<file path="config.mk">
export PLATFORM = sky130hd
export DESIGN_NAME = quad_step_decoder
export DESIGN_NICKNAME = d
export VERILOG_FILES = /design/src/rtl/quad_pkg.sv /design/src/rtl/debounce_filter.sv /design/src/rtl/quad_step_decoder.sv
export SDC_FILE = /design/constraint.sdc
export NUM_CORES = 1
export LEC_CHECK = 0
export BUFFER_PORTS_ARGS = -buffer_cell sky130_fd_sc_hd__buf_2
export CORE_ASPECT_RATIO = 0.8
export CORE_UTILIZATION = 60
export DETAILED_ROUTE_END_ITERATION = 12
export MAX_ROUTING_LAYER = met4
export PLACE_DENSITY = 0.8
export SYNTH_ARGS = -nofsm -noshare
export SYNTH_HDL_FRONTEND = slang
export SYNTH_SLANG_ARGS = --single-unit
</file>
<file path="constraint.sdc">
create_clock -name clk -period 6.3 [get_ports clk]
set_clock_uncertainty 0.05 [all_clocks]
set_input_delay 0.63 -clock clk [delete_from_list [all_inputs] [get_ports clk]]
set_output_delay 0.63 -clock clk [all_outputs]
set_load 0.02 [all_outputs]
</file>
<file path="src/rtl/quad_pkg.sv">
// Shared types and Gray-code helpers for the quadrature step decoder.
// Forward rotation walks 00 > 01 > 11 > 10 > 00 on {a,b}.
package quad_pkg;

  typedef logic [1:0] phase_t;

  typedef enum logic {
    SEED,
    TRACK
  } dec_state_t;

  typedef enum logic [1:0] {
    NONE,
    FWD,
    REV,
    ILLEGAL
  } dir_t;

  localparam phase_t SEQ0 = 2'b00;
  localparam phase_t SEQ1 = 2'b01;
  localparam phase_t SEQ2 = 2'b11;
  localparam phase_t SEQ3 = 2'b10;

  function automatic phase_t next_fwd(input phase_t p);
    phase_t n;
    case (p)
      SEQ0:    n = SEQ1;
      SEQ1:    n = SEQ2;
      SEQ2:    n = SEQ3;
      default: n = SEQ0;
    endcase
    return n;
  endfunction

  function automatic dir_t quad_dir(input phase_t o, input phase_t n);
    dir_t d;
    if (o == n)
      d = NONE;
    else if (next_fwd(o) == n)
      d = FWD;
    else if (next_fwd(n) == o)
      d = REV;
    else
      d = ILLEGAL;
    return d;
  endfunction

endpackage

</file>
<file path="src/rtl/debounce_filter.sv">
// Joint stability filter: a W-bit value is accepted once it has
// held for DEBOUNCE cycles after its first change.
module debounce_filter #(
  parameter int W        = 2,
  parameter int DEBOUNCE = 4
) (
  input  logic         clk,
  input  logic         rst,
  input  logic [W-1:0] s_i,
  output logic [W-1:0] val_o,
  output logic         accept_o
);

  localparam int CW = (DEBOUNCE > 1) ? $clog2(DEBOUNCE) : 1;
  localparam logic [CW-1:0] CNT_MAX = CW'(DEBOUNCE - 1);

  logic [W-1:0]  prev_q;
  logic [W-1:0]  val_q;
  logic [CW-1:0] cnt_q;
  logic [CW-1:0] cnt_d;
  logic          hold;
  logic          accept;

  assign hold   = (s_i == prev_q) && (s_i != val_q);
  assign accept = hold && (cnt_q == CNT_MAX);

  always_comb begin
    cnt_d = '0;
    if (hold && !accept)
      cnt_d = cnt_q + 1'b1;
  end

  always_ff @(posedge clk) begin
    if (rst) begin
      prev_q <= '0;
      val_q  <= '0;
      cnt_q  <= '0;
    end else begin
      prev_q <= s_i;
      cnt_q  <= cnt_d;
      if (accept)
        val_q <= s_i;
    end
  end

  assign val_o    = val_q;
  assign accept_o = accept;

endmodule

</file>
<file path="src/rtl/quad_step_decoder.sv">
// Quadrature encoder front-end: sync, debounce, Gray decode and
// detent accumulation into one-cycle step strobes with direction.
module quad_step_decoder
  import quad_pkg::*;
#(
  parameter int SYNC_STAGES = 2,
  parameter int DEBOUNCE    = 4,
  parameter int DETENT      = 4
) (
  input  logic       clk,
  input  logic       rst,
  input  logic       a,
  input  logic       b,
  output logic       en,
  output logic       down,
  output logic       err,
  output logic [1:0] phase
);

  localparam int AW = $clog2(DETENT) + 2;
  localparam int SW = $clog2(DEBOUNCE + 1);
  localparam logic signed [AW-1:0] DET_P = AW'(DETENT);
  localparam logic signed [AW-1:0] DET_N = -DET_P;
  localparam logic [SW-1:0] SEED_MAX = SW'(DEBOUNCE - 1);

  logic [SYNC_STAGES-1:0] a_sync_q;
  logic [SYNC_STAGES-1:0] b_sync_q;
  phase_t                 s;
  phase_t                 phase_w;
  logic                   accept;
  dir_t                   dir;
  dec_state_t             state_q;
  logic [SW-1:0]          seed_cnt_q;
  logic signed [AW-1:0]   acc_q;
  logic signed [AW-1:0]   acc_d;
  logic                   en_q;
  logic                   down_q;
  logic                   err_q;

  always_ff @(posedge clk) begin
    if (rst) begin
      a_sync_q <= '0;
      b_sync_q <= '0;
    end else begin
      a_sync_q <= {a_sync_q[SYNC_STAGES-2:0], a};
      b_sync_q <= {b_sync_q[SYNC_STAGES-2:0], b};
    end
  end

  assign s = {a_sync_q[SYNC_STAGES-1], b_sync_q[SYNC_STAGES-1]};

  debounce_filter #(
    .W        (2),
    .DEBOUNCE (DEBOUNCE)
  ) u_filter (
    .clk      (clk),
    .rst      (rst),
    .s_i      (s),
    .val_o    (phase_w),
    .accept_o (accept)
  );

  assign dir = quad_dir(phase_w, s);

  always_comb begin
    acc_d = acc_q;
    case (dir)
      FWD:     acc_d = acc_q + AW'(1);
      REV:     acc_d = acc_q - AW'(1);
      default: acc_d = acc_q;
    endcase
  end

  // SEED leaves on its first accept without judging it, or once s has sat on phase long enough
  always_ff @(posedge clk) begin
    if (rst) begin
      state_q    <= SEED;
      seed_cnt_q <= '0;
      acc_q      <= '0;
      en_q       <= 1'b0;
      down_q     <= 1'b0;
      err_q      <= 1'b0;
    end else begin
      en_q  <= 1'b0;
      err_q <= 1'b0;
      unique case (state_q)
        SEED: begin
          if (accept) begin
            state_q    <= TRACK;
            seed_cnt_q <= '0;
          end else if (s == phase_w) begin
            if (seed_cnt_q == SEED_MAX)
              state_q <= TRACK;
            else
              seed_cnt_q <= seed_cnt_q + 1'b1;
          end else begin
            seed_cnt_q <= '0;
          end
        end
        TRACK: begin
          if (accept) begin
            if (dir == ILLEGAL) begin
              err_q <= 1'b1;
              acc_q <= '0;
            end else if (acc_d == DET_P) begin
              en_q   <= 1'b1;
              down_q <= 1'b0;
              acc_q  <= '0;
            end else if (acc_d == DET_N) begin
              en_q   <= 1'b1;
              down_q <= 1'b1;
              acc_q  <= '0;
            end else begin
              acc_q <= acc_d;
            end
          end
        end
      endcase
    end
  end

  assign en    = en_q;
  assign down  = down_q;
  assign err   = err_q;
  assign phase = phase_w;

endmodule
</file>
==> metrics <==
outcome completed; Hold Path Class flop to flop; # hold bufs at CTS 0; vias in the first global route 679; Synth Net Count 136; Die Wd 50.3 um; Die Y 40.6 um; met2 Use GR 0.323; Post-CTS Resized 0; Cells after Synth 124; Vias/cell 5.98; Core Area 1690 um2; first-pass GRT wire length 3070 um; Vias 903; Peak Freq 347 MHz; Top delay family on crit path adder cells; routed wire length 2060 um; Leak 0.485 nW; Mean Syn Cell Area 9.02 um2; Initial DRT Pass Iterations 4; root buf cell clkbuf_4; # setup viols final 0; final worst path period share 0.457; post-route ant nets 0; post-route non-filler standard cell count 151; max-cap violation count 0; GP Congestion 0.765; predominant post-synthesis flop cell dfxtp_1; unrepaired setup endpoints after global routing no; initial antenna violation count 0; async set-reset flop share out of synthesis 0; Flop pwr share 0.616; VDD IR max 0.207 mV; top cells by area, synth dfxtp_1 38%, ha_1 7.8%, nor2b_1 4.5%, inv_1 4.0%, nor2_1 3.4%; grt peak-use layer met2; slew at the pin closest to its max-slew limit 681 ps; part of the power in combinational logic 0.103; CTS tree yes; Layout Utilization 0.695; sequential fraction of the synthesis area 0.376; pwr dens 194 nW/um2; Worst Path Required 6490 ps; Initial Util 0.661; Int Pwr 0.172 mW; global route overflow 0; Crit Path Class flop to flop; crit end category flop; # IOs 9; initial DRC count 20; post-synth top area share 0.376; antenna cells 0; Max clock buf depth 2; Synthesis Warnings 0; critical path startpoint category flop; P&R area growth vs syn 5.15%; critical path arrival 3070 ps; clock slew at reported path FFs 110 ps; TritonCTS Buffers 3; Clock Latency Late Sink 300 ps; setup total negative slack 0 ps; switching share of power 0.247; residual DRC count 0; Fin. Hold Viols 0; Commonest cells post-synth 21 x dfxtp_1, 12 x inv_1, 10 x nor2_1; DIE AREA 2040 um2; EDFF count, synth 0; fin crit period 2880 ps; CTS H-tree lvls 1; post-DP HPWL 1540 um; fillers 150; crit-path cells nor2_1 -> o31ai_1 -> ha_1 -> inv_1 -> fa_1 -> and3_1 -> a32oi_1 -> or4_1 -> o21ai_0; clock power share 0.281; num rows 13; CP max stage delay 500 ps; Mapped Area 1120 um2; CP max stage cell fa_1; worst relative slew slack 0.545; largest net degree at the start of global routing 22; P_sw 0.0562 mW; Slew Limit Fails 0; post-placement cell count 147; GR met1 Demand/Resource 0.293; GRT Total Usage 0.223; CTS Sinks 21; postcts setup bufs 0; flop and latch count out of synthesis 21; GR Util met3 0.0778; number of I/O port buffers 8; post-synth top area cell dfxtp_1; worst-path fanout max 9; WHS 387 ps; Synth cell types 39; routed length per instance 13.7 um; Layout Nets 142; most numerous cell in the Yosys netlist dfxtp_1; Buf/Inv on CP 1; share of cells above drive strength 1 0.101
area by class of cell:
type	instances	area, um2	share of cell area
inverters	12	45.0	0.0383
well taps	22	27.5	0.0234
clock buffers	4	26.3	0.0223
repair buffers	8	40.0	0.0340
flip-flops and latches	21	420	0.357
multi-input cells	84	617	0.524
power groups by stage:
stage | clock network, mW | logic [mW] | registers, mW
2_1_floorplan | 0 | 0.0196 | 0.142
3_3_place_gp | 0 | 0.0219 | 0.143
3_5_place_dp | 0 | 0.0233 | 0.143
4_1_cts | 0.0651 | 0.0234 | 0.140
5_1_grt | 0.0720 | 0.0262 | 0.141
6_report | 0.0641 | 0.0234 | 0.140
state kept, by name (all words and copies together) (netlist names):
register         flops
u_filter.val_o       2
u_filter.cnt_q       2
seed_cnt_q           3
acc_q                4
err                  1
u_filter.prev_q      2
state_q              1
b_sync_q             2
en                   1
a_sync_q             2
down                 1
worst paths after layout:
path | from | to | slack (ps) | depth (start not counted)
worst max-delay path | u_filter.val_o[1]$_SDFFE_PP0P_ | down$_SDFFE_PP0P_ | 3420 | 9
worst min-delay path | u_filter.cnt_q[0]$_SDFF_PP0_ | u_filter.cnt_q[0]$_SDFF_PP0_ | 390 | 1
worst max register to register | u_filter.val_o[1]$_SDFFE_PP0P_ | down$_SDFFE_PP0P_ | 3420 | 9
worst min register to register | u_filter.cnt_q[0]$_SDFF_PP0_ | u_filter.cnt_q[0]$_SDFF_PP0_ | 390 | 1
kinds of logic after synthesis:
family,after synthesis,synth area share
mux,4,0.0369
xor+xnor,5,0.0459
fa+ha+maj,8,0.0962
flops,21,0.376
compound gates,29,0.172
simple gates,38,0.200
buf+inv,19,0.0727
cell usage in the layout (no fill, tap or decap):
| cell | instances |
|---|---|
| xor2_2 | 1 |
| nor4bb_1 | 1 |
| o311ai_0 | 1 |
| nor3b_1 | 1 |
| nor2b_1 | 8 |
| o21a_1 | 1 |
| nor4b_1 | 2 |
| and3_1 | 2 |
| nor4_1 | 2 |
| a22oi_1 | 2 |
| o21ai_0 | 6 |
| nand3_1 | 2 |
| inv_1 | 12 |
| nand2_1 | 2 |
| a2111oi_0 | 1 |
| clkbuf_1 | 1 |
| o211ai_1 | 1 |
| nand3b_1 | 2 |
| mux2_2 | 1 |
| mux2i_1 | 3 |
| clkbuf_4 | 3 |
| or4_1 | 3 |
| a21oi_1 | 7 |
| a311oi_1 | 1 |
| nand2b_1 | 1 |
| and3b_1 | 1 |
| a21o_1 | 1 |
| a32oi_1 | 1 |
| o31ai_1 | 3 |
| dfxtp_1 | 21 |
| o2111ai_1 | 2 |
| a211oi_1 | 2 |
| buf_2 | 8 |
| nor2_1 | 10 |
| ha_1 | 7 |
| xnor2_1 | 3 |
| fa_1 | 1 |
| xor2_1 | 1 |
| and2_1 | 1 |
layer usage:
| metal | up-vias | share of wire |
|---|---|---|
| met5 | - | 0 |
| met4 | 0 | 0.0063 |
| met1 | 435 | 0.52 |
| met2 | 17 | 0.44 |
| met3 | 2 | 0.035 |
| li1 | 449 | - |
through the flow:
step	setup WS [ps]	power, mW	area [um2]
3_5_place_dp	3450	0.167	1150
6_report	3420	0.228	1180
2_1_floorplan	3540	0.161	1120
4_1_cts	3420	0.229	1180
3_3_place_gp	3570	0.165	1150
5_1_grt	3260	0.239	1180
worst register-to-register path: cells and delay by family (launching register included):
| family | cells | cell delay [ps] |
|---|---|---|
| compound gates | 3 | 570 |
| fa+ha+maj | 2 | 860 |
| buf+inv | 1 | 110 |
| flops | 1 | 470 |
| simple gates | 3 | 770 |
Note: power is estimated with default switching activity, not from simulation.
